--- src/rtl/alu_exec_unit.sv ---
// Multi-cycle integer execute unit: single-cycle logic/arith/compare ops and an
// iterative one-bit-per-cycle shifter, with valid/ready handshakes on both sides.
module alu_exec_unit #(
    parameter int unsigned XLEN = 32,
    localparam int unsigned SHW = $clog2(XLEN)
) (
    input  logic            clk,
    input  logic            rst_n,
    input  logic            in_valid,
    output logic            in_ready,
    input  logic [3:0]      alu_control,
    input  logic [XLEN-1:0] op_a,
    input  logic [XLEN-1:0] op_b,
    output logic            out_valid,
    input  logic            out_ready,
    output logic [XLEN-1:0] result,
    output logic            zero,
    output logic            illegal
);

    localparam logic [3:0] OpAnd  = 4'b0000;
    localparam logic [3:0] OpOr   = 4'b0001;
    localparam logic [3:0] OpAdd  = 4'b0010;
    localparam logic [3:0] OpXor  = 4'b0011;
    localparam logic [3:0] OpSll  = 4'b0100;
    localparam logic [3:0] OpSrl  = 4'b0101;
    localparam logic [3:0] OpSub  = 4'b0110;
    localparam logic [3:0] OpSlt  = 4'b0111;
    localparam logic [3:0] OpSltu = 4'b1000;
    localparam logic [3:0] OpSra  = 4'b1101;

    typedef enum logic [1:0] {StIdle, StShift, StDone} state_e;
    typedef enum logic [1:0] {ShSll, ShSrl, ShSra} shift_e;

    state_e            state_q, state_d;
    shift_e            sh_kind_q, sh_kind_d, sh_kind;
    logic [XLEN-1:0]   acc_q, acc_d, acc_shifted;
    logic [SHW-1:0]    cnt_q, cnt_d;
    logic [XLEN-1:0]   result_q, result_d;
    logic              zero_q, zero_d;
    logic              illegal_q, illegal_d;

    logic [XLEN-1:0]   alu_res;
    logic              legal, is_shift, start_shift, accept, last_step;
    logic [SHW-1:0]    sh_amt;

    assign sh_amt      = op_b[SHW-1:0];
    assign start_shift = is_shift && (sh_amt != '0);
    assign accept      = in_valid && in_ready;
    assign last_step   = (cnt_q == SHW'(1));

    // Single-cycle operation decode; a zero-amount shift simply passes op_a through.
    always_comb begin
        alu_res  = '0;
        legal    = 1'b1;
        is_shift = 1'b0;
        sh_kind  = ShSll;
        case (alu_control)
            OpAnd:  alu_res = op_a & op_b;
            OpOr:   alu_res = op_a | op_b;
            OpAdd:  alu_res = op_a + op_b;
            OpXor:  alu_res = op_a ^ op_b;
            OpSub:  alu_res = op_a - op_b;
            OpSlt:  alu_res = {{(XLEN-1){1'b0}}, $signed(op_a) < $signed(op_b)};
            OpSltu: alu_res = {{(XLEN-1){1'b0}}, op_a < op_b};
            OpSll: begin
                is_shift = 1'b1;
                sh_kind  = ShSll;
                alu_res  = op_a;
            end
            OpSrl: begin
                is_shift = 1'b1;
                sh_kind  = ShSrl;
                alu_res  = op_a;
            end
            OpSra: begin
                is_shift = 1'b1;
                sh_kind  = ShSra;
                alu_res  = op_a;
            end
            default: legal = 1'b0;
        endcase
    end

    always_comb begin
        case (sh_kind_q)
            ShSll:   acc_shifted = {acc_q[XLEN-2:0], 1'b0};
            ShSrl:   acc_shifted = {1'b0, acc_q[XLEN-1:1]};
            default: acc_shifted = {acc_q[XLEN-1], acc_q[XLEN-1:1]};
        endcase
    end

    // FSM: state register
    always_ff @(posedge clk or negedge rst_n) begin
        if (!rst_n) begin
            state_q <= StIdle;
        end else begin
            state_q <= state_d;
        end
    end

    // FSM: next state
    always_comb begin
        state_d = state_q;
        case (state_q)
            StIdle: begin
                if (accept) state_d = start_shift ? StShift : StDone;
            end
            StShift: begin
                if (last_step) state_d = StDone;
            end
            StDone: begin
                if (out_ready) begin
                    if (accept) state_d = start_shift ? StShift : StDone;
                    else        state_d = StIdle;
                end
            end
            default: state_d = StIdle;
        endcase
    end

    // FSM: outputs; out_ready -> in_ready is a deliberate combinational path
    always_comb begin
        in_ready  = (state_q == StIdle) || ((state_q == StDone) && out_ready);
        out_valid = (state_q == StDone);
    end

    always_comb begin
        acc_d     = acc_q;
        cnt_d     = cnt_q;
        sh_kind_d = sh_kind_q;
        result_d  = result_q;
        zero_d    = zero_q;
        illegal_d = illegal_q;
        if (accept) begin
            if (start_shift) begin
                acc_d     = op_a;
                cnt_d     = sh_amt;
                sh_kind_d = sh_kind;
            end else begin
                result_d  = alu_res;
                zero_d    = (alu_res == '0);
                illegal_d = !legal;
            end
        end else if (state_q == StShift) begin
            acc_d = acc_shifted;
            cnt_d = cnt_q - SHW'(1);
            if (last_step) begin
                result_d  = acc_shifted;
                zero_d    = (acc_shifted == '0);
                illegal_d = 1'b0;
            end
        end
    end

    always_ff @(posedge clk or negedge rst_n) begin
        if (!rst_n) begin
            acc_q     <= '0;
            cnt_q     <= '0;
            sh_kind_q <= ShSll;
            result_q  <= '0;
            zero_q    <= 1'b0;
            illegal_q <= 1'b0;
        end else begin
            acc_q     <= acc_d;
            cnt_q     <= cnt_d;
            sh_kind_q <= sh_kind_d;
            result_q  <= result_d;
            zero_q    <= zero_d;
            illegal_q <= illegal_d;
        end
    end

    assign result  = result_q;
    assign zero    = zero_q;
    assign illegal = illegal_q;

endmodule

--- config.mk ---
export PLATFORM = sky130hd
export DESIGN_NAME = alu_exec_unit
export DESIGN_NICKNAME = d
export VERILOG_FILES = /design/src/rtl/alu_exec_unit.sv
export SDC_FILE = /design/constraint.sdc
export NUM_CORES = 1
export LEC_CHECK = 0
export BUFFER_PORTS_ARGS = -buffer_cell sky130_fd_sc_hd__buf_2
export CAP_MARGIN = 15
export CORE_MARGIN = 4
export CORE_UTILIZATION = 50
export DETAILED_ROUTE_END_ITERATION = 12
export PLACE_DENSITY = 0.77
export SYNTH_ARGS = -nofsm -noshare
export SYNTH_HDL_FRONTEND = slang
export SYNTH_SLANG_ARGS = --single-unit
--- constraint.sdc ---
create_clock -name clk -period 9.2 [get_ports clk]
set_clock_uncertainty 0.05 [all_clocks]
set_input_delay 0.46 -clock clk [delete_from_list [all_inputs] [get_ports clk]]
set_output_delay 0.46 -clock clk [all_outputs]
set_load 0.05 [all_outputs]
# Word level (Yosys, flattened, before mapping)
# Cells that the tools add are included.
# word_totals
reg_bits	75
latchBits	0
mem_bits_rw	0
mem_bits_ro	0
in_bits	72
output_inout_bits	36
word_cells	81
memories	0
# op_classes
addsub	3
n_mul	0
div	0
n_lt_le_gt_ge	2
n_eq_ne	18
n_shift	0
mux	29
n_bitwise	3
reduce_logical	19
# op_table
operator	count
one-hot mux 32 bit (8 select lines)	1
two-way mux 32 bit	7
zero test 32 bit	2
less-than comparator 32 bit	2
one-hot mux 32 bit (2 select lines)	1
adder 32 bit	1
bitwise AND 32 bit	1
OR 32 bit	1
subtractor 32 bit	1
bitwise XOR 32 bit	1
== test 4 x 3 -> 1 bit (second input constant)	4
two-way mux 5 bit	3
two-way mux 1 bit	10
two-way mux 2 bit	5
OR reduction 10 bit	1
== test 4 x 2 -> 1 bit (second input constant)	2
== test 4 bit (second input constant)	2
inequality test 2 bit (second input constant)	4
one-hot mux 2 bit (3 select lines)	1
AND reduction 3 bit	2
== test 5 x 1 -> 1 bit (second input constant)	1
nonzero test 5 bit	1
subtractor 5 x 1 -> 5 bit (second input constant)	1
== test 2 x 1 -> 1 bit (second input constant)	2
12 further kinds	17

# Longest topological paths before layout
# Gate-level depths: netlist of run 1.
# depth
ltp_word	8
mapped_depth	15
ltp_nobuf	15

# Worst setup path after synthesis of run 1
# No wires, ideal clock.
# synth_path
path_type	input -> register
from	input op_a[0]
to	register zero_q (netlist: zero)
setup_ns	0.076
arrival_time_ns	3.614
required_time_ns	9.074
slack_ns	5.460
path_stages	15
n_path_buf	0
cell_sequence	inv_1 -> ha_1 -> inv_1 -> fa_1 -> nor2b_1 -> o211ai_1 -> and2_1 -> xnor2_1 -> o211ai_1 -> or4_1 -> or3_1 -> or4_1 -> nor4_1 -> nand4_1 -> o21ai_1
# synth_via
elab_chain_cells	5
word_cells_on_any_way	11
classes_between	add/sub (2); order compare (2); mux (3); bitwise (3); reduce/logical (1)
# synth_lines
element	line_no	text
start, declared	12	input logic [XLEN-1:0] op_a,
subtractor 32 bit (tied with other cells)	63	OpSub: alu_res = op_a - op_b;
one-hot mux 32 bit (8 select lines) (*)	58	case (alu_control)
zero test 32 bit (*)	142	zero_d = (alu_res == '0);
two-way mux 1 bit (*)	136	if (start_shift) begin
two-way mux 1 bit (*)	135	if (accept) begin
end signal, assigned	169	zero_q <= zero_d;
end, declared	40	logic zero_q, zero_d;
# Mark *: on every way between the ends. The rest lies on a longest branch, timed or not. The select of a mux whose other input is x is not followed.
# A chain may end at the register's enable or synchronous reset.

# Worst setup path in the final report of run 1
# Ends and elaborated chain as after synthesis.

==> flow_summary_export.csv, run 1 <==
group,metric,value,unit
sta,fin_crit_sh,47.52,%
worst_setup_path,start_kind,"input port",
floorplanning,ios,108,
cts,numClockSinks,75,
detailed_routing,firstDrtPassIters,6,
detailed_routing,wl_per_cell,21.46,microns
sta,setup_viol,0,
synth,synthFlopType,"dfrtp_1",
floorplanning,die_area,21210,sq um
sta,timing.hold.ws,0.1896,ns
layout,fillerInstances,1851,
synth,yosysSeqAreaShare,19.81,%
placement,place_area,10040,sq um
detailed_routing,drt_iter0_drc,1542,
grt,grt_pass1_vias,9815,
worst_setup_path,timing.rr.start,"state_q[1]",
cts,cts_resized,0,
grt,grt.met2_usage,46.55,%
sta,setup_tns,0,ns
worst_setup_path,critPathLaunch,"op_a[0]",
detailed_routing,vias,10770,
cts,clockRootBuffer,"clkbuf_16",
power,power.density,221.7,nW/um^2
worst_hold_path,hp-class,"input port to async pin",
floorplanning,start_util,50.82,%
floorplanning,die_h,145.7,microns
power,vdd_drop_max,107.7,uV
grt,grt.total_usage,31.52,%
synth,synthCells,1336,
worst_setup_path,critPathSlowestCell,"or4_1",
grt,grt_max_degree,88,
sta,worst_slew_pin_slew,0.9824,ns
detailed_routing,ant_nets,0,
synth,async_flop_share,100.0,%
floorplanning,die_w,145.7,microns
sta,maxSlewViolCount,0,
cts,cts_tree,"built",
synth,syn-num-nets,1511,
synth,synth-edff-count,0,
worst_setup_path,cp_data_required_time,9.41,ns
detailed_routing,viasPerCell,6.667,
sta,fmax,228.7,MHz
synth,syn_area_per_cell,7.091,sq um
power,finalPower,2.298,mW
detailed_routing,drt_wl_total,34660,microns
synth,syn_area,9474,sq um
grt,busiest_layer,"met2",
grt,grt_use_met3,5.232,%
grt,grt-ovfl-total,0,
synth,ys_types,81,
layout,postLayoutCoreUtil,55.60,%
layout,n_antenna_cell,0,
sta,finalCriticalPeriod,4.372,ns
run_status,outcome,"complete, no violations",
floorplanning,core,18640,sq um
layout,layout-drive-gt1-share,12.17,%
placement,dp_hpwl,26240,microns
placement,gp_congestion,1.050,
worst_setup_path,crit_chain,"buf_2 -> inv_1 -> ha_1 -> inv_1 -> fa_1 -> nor2b_1 -> o211ai_1 -> and2_1 -> xnor2_1 -> o211ai_1 -> or4_1 -> or3_1 -> or4_1 -> nor4_1 -> nand4_1 -> o21ai_1",
grt,grt_pass1_wl,54700,microns
cts,cts_buffer_depth,2,
worst_setup_path,crit_arrival,4.58,ns
cts,cts_buffers,9,
worst_setup_path,critPathMaxStageDelay,0.55,ns
detailed_routing,drc_errors,0,
placement,placed_cells,1599,
worst_setup_path,path_class,"input port to flip-flop",
cts,path_clk_slew,0.06,ns
cts,cts_htree_levels,3,
cts,cts_setup_buffers,0,
run,maxCapViolCount,0,
placement,numPortBuffers,107,
grt,use_met1,46.53,%
layout,final_nets,1551,
layout,register_area,1877,sq um
cts,clk_latency,0.34,ns
synth,yosysWarnings,0,
floorplanning,rows,50,
grt,antenna_found_initial,0,
placement,dpl_worst_slack,4.645,ns
power,p_leak,4.809,nW
layout,finalInstanceArea,10360,sq um
sta,rsz0062_at_grt,"false",
layout,layoutNonFillerInstCount,1615,
synth,synth-seq-cells,75,
layout,syn2layout_area_growth,9.403,%
sta,fin_ws,4.828,ns
cts,hold_buffers,0,
worst_setup_path,end_kind,"flip-flop",
sta,slew_headroom,34.51,%
sta,final_hold_viol_count,0,
layout,multi_input_area,6849,sq um
worst_setup_path,crit_path_max_fanout,4,
## final cells by class
type / instances / area share (%)
Multi-Input combinational cell: 1068 / 66.08
Sequential cell: 75 / 18.11
Timing Repair Buffer: 120 / 6.132
Inverter: 102 / 3.694
Tap cell: 234 / 2.825
Clock buffer: 11 / 2.438
Clock inverter: 5 / 0.7243
## cell families after synthesis
kind of cell    after synthesis  share of synthesized area (%)
flops                        75                          19.81
mux                           7                         0.7660
fa+ha+maj                   103                          13.76
xor+xnor                     12                          1.109
simple gates                481                          23.42
compound gates              465                          32.82
buf+inv                     193                          8.320
## placed cells by master, fill, tap and decap left out, types with 17 or more instances in the layout
cell	netlist	final
a211oi_1	24	24
nand4_1	17	17
buf_2	15	106
a221oi_1	20	20
dfrtp_1	75	75
nor2_1	141	139
inv_1	101	101
nand2_1	150	149
o21ai_0	133	132
nor3_1	32	32
ha_1	101	101
nand3_1	44	44
nor2b_1	25	25
nor4_1	20	19
a21o_1	17	17
a21oi_1	100	100
## critical path: cells and delay by family
family                     cells  cell delay, ns
xor gates and xnor gates       1            0.12
adders and majority gates      2            0.59
buffers and inverters          3            0.27
AOI/OAI and AO/OA              3            0.81
and+or+nand+nor                7            2.32
## cell usage after synthesis (all sizes together) (13+ instances only)
master	count	area (sq um)
nor2	141	529.3
nor2b	26	170.2
nor3	32	160.2
a21oi	102	525.5
nand4	17	106.4
buf	28	168.9
a211oi	26	205.2
dfrtp	75	1877
nor4	20	125.1
nand2	150	563.0
o211ai	13	97.59
inv	102	382.9
a31oi	16	100.1
o31ai	16	120.1
ha	101	1264
o21ai	136	680.7
nand3	44	220.2
a21o	17	127.6
clkbuf	63	236.5
a221oi	21	190.2
## sequential cells by signal, indices dropped and copies added (netlist names)
name / count
acc_q: 32
result: 32
cnt_q: 5
sh_kind_q: 2
state_q: 2
illegal: 1
zero: 1
## final timing paths
kind                            slack [ns]  cells after the start        end
max in group asynchronous             8.23                      1       zero
worst max-delay path                  4.83                     16       zero
min in group clk                      0.39                      3   cnt_q[1]
worst max register to register        5.48                     11       zero
worst min register to register        0.42                      2  result[9]
worst min-delay path                  0.19                      1   cnt_q[4]
## routing by layer
| layer | vias up | wire, microns |
|---|---|---|
| li1 | 4904 | - |
| met1 | 5066 | 14750 |
| met2 | 681 | 14720 |
| met3 | 116 | 3960 |
| met4 | 0 | 1228 |
| met5 | - | 0 |
## report_power, final
part / leakage (nW) / switching (mW) / internal (mW) / total (mW)
combinational: 3.78 / 0.924 / 0.375 / 1.30
clock: 0.165 / 0.137 / 0.251 / 0.388
sequential: 0.860 / 0.128 / 0.482 / 0.610
(Power assumes the default switching activity.)
==> run 2, diff against run 1 <==
- clock period: 9.2 -> 4.3 ns (I/O delays scaled with it)
==> flow_summary_export.csv, run 2 (synthesized netlist as in run 1, its figures left out) <==
group,metric,value,unit
grt,grt_pass1_wl,54190,microns
floorplanning,start_util,50.82,%
power,power.density,459.0,nW/um^2
worst_setup_path,crit_chain,"buf_2 -> inv_1 -> ha_1 -> inv_1 -> fa_1 -> nor2b_1 -> o211ai_1 -> a211oi_1 -> a211o_1 -> o31ai_1 -> mux2_2 -> a211oi_1 -> nor3b_1 -> and4b_1 -> nand4_1 -> o21ai_1",
layout,layout-drive-gt1-share,14.09,%
detailed_routing,drt_wl_total,35200,microns
sta,worst_slew_pin_slew,1.116,ns
detailed_routing,drc_errors,0,
power,vdd_drop_max,254.4,uV
layout,mostFrequentLayoutCells,"nand2_1 (149), nor2_1 (139), o21ai_0 (132)",
run_status,violations,"negative hold slack",
grt,grt.total_usage,31.59,%
detailed_routing,vias,10780,
sta,final_hold_viol_count,32,
layout,layout_commonest_cell,"nand2_1",
sta,finalCriticalPeriod,3.775,ns
sta,setup_tns,0,ns
layout,syn2layout_area_growth,11.83,%
cts,cts_buffer_depth,2,
worst_hold_path,hp-class,"input port to async pin",
cts,clockRootBuffer,"clkbuf_16",
sta,setup_viol,0,
layout,n_antenna_cell,0,
floorplanning,die_area,21210,sq um
detailed_routing,ant_nets,0,
placement,place_area,10300,sq um
worst_setup_path,critical-path-top-delay-family,"compound AO/OA/AOI/OAI gates",
run,maxCapViolCount,0,
power,finalPower,4.864,mW
detailed_routing,firstDrtPassIters,5,
sta,rsz0062_at_grt,"false",
detailed_routing,viasPerCell,6.547,
cts,cts_resized,0,
floorplanning,rows,50,
grt,antenna_found_initial,0,
floorplanning,die_w,145.7,microns
grt,grt_pass1_vias,9818,
floorplanning,ios,108,
worst_setup_path,crit_arrival,3.99,ns
worst_setup_path,crit_path_max_fanout,4,
floorplanning,die_h,145.7,microns
detailed_routing,drt_iter0_drc,1496,
cts,cts_tree,"built",
worst_setup_path,start_kind,"input port",
layout,postLayoutCoreUtil,56.83,%
worst_setup_path,path_class,"input port to flip-flop",
sta,maxSlewViolCount,0,
worst_setup_path,cp_data_required_time,4.52,ns
detailed_routing,wl_per_cell,21.39,microns
placement,gp_congestion,1.007,
placement,dp_hpwl,27090,microns
power,p_leak,4.957,nW
cts,cts_htree_levels,3,
cts,cts_buffers,9,
placement,numPortBuffers,107,
worst_setup_path,cp_num_buf_inv,3,
sta,fin_crit_sh,87.78,%
grt,grt_max_degree,76,
cts,numClockSinks,75,
worst_setup_path,end_kind,"flip-flop",
run_status,outcome,"complete, but fails checks",
sta,fmax,264.9,MHz
sta,timing.hold.ws,-0.04459,ns
grt,grt-ovfl-total,0,
floorplanning,core,18640,sq um
worst_setup_path,critPathSlowestCell,"o31ai_1",
cts,hold_buffers,0,
sta,slew_headroom,25.39,%
cts,clk_latency,0.34,ns
cts,cts_setup_buffers,0,
worst_setup_path,critPathMaxStageDelay,0.42,ns
layout,final_nets,1583,
cts,path_clk_slew,0.06,ns
layout,finalInstanceArea,10600,sq um
-- run 2: cell types whose count changed in the layout (fill, tap and decap cells not counted) --
cell and delta:
buf_4 +30, clkbuf_8 -1, bufinv_16 -1, buf_12 +2, clkinv_4 +1
-- run 2: worst paths after layout --
check	startpoint	end	slack (ns)	depth (start not counted)
worst max-delay path	op_a[0]	zero	0.53	16
worst min-delay path	rst_n	result[2]	-0.04	1
worst max register to register	state_q[1]	zero	1.01	10
worst min register to register	result[28]	result[28]	0.42	2
max in group asynchronous	rst_n	acc_q[25]	3.59	1
min in group clk	op_b[1]	cnt_q[1]	0.14	3
-- run 2: worst register-to-register path: stages, from the launching register on --
cell and delay [ns]:
dfrtp_1 0.44, a211oi_4 0.29, o41ai_1 0.14, a2111oi_2 0.44, nand2_1 0.11, or4_1 0.40
or3_1 0.37, or4_1 0.43, nor4_1 0.29, nand4_1 0.13, o21ai_1 0.14
-- run 2: layer usage --
metal	part of all wire, %	GRT usage, %
met5	0	0
met1	42	44.09
met2	44	49.78
met3	11	5.575
met4	3.1	10.30
-- run 2: report_power, final --
group | switching, mW | total, mW | internal, mW
registers | 0.283 | 1.32 | 1.03
clock network | 0.293 | 0.752 | 0.460
logic | 1.95 | 2.80 | 0.850
total | 2.52 | 4.86 | 2.34
-- run 2: stage by stage --
step           worst slack, ns  std cells
5_1_grt                 0.2667       1646
3_3_place_gp            0.3156       1631
2_1_floorplan           0.8047       1336
6_report                0.5254       1646
3_5_place_dp            0.2600       1631
4_1_cts                 0.5913       1646
-- run 2: area by class of cell --
type                            instances  area [sq um]
Clock buffer                           10         239.0
Timing Repair Buffer                  152         900.9
Sequential cell                        75          1877
Fill cell                            1805          8048
Tap cell                              234         292.8
Multi-Input combinational cell       1068          6849
Clock inverter                          5         53.80
Inverter                              102         382.9
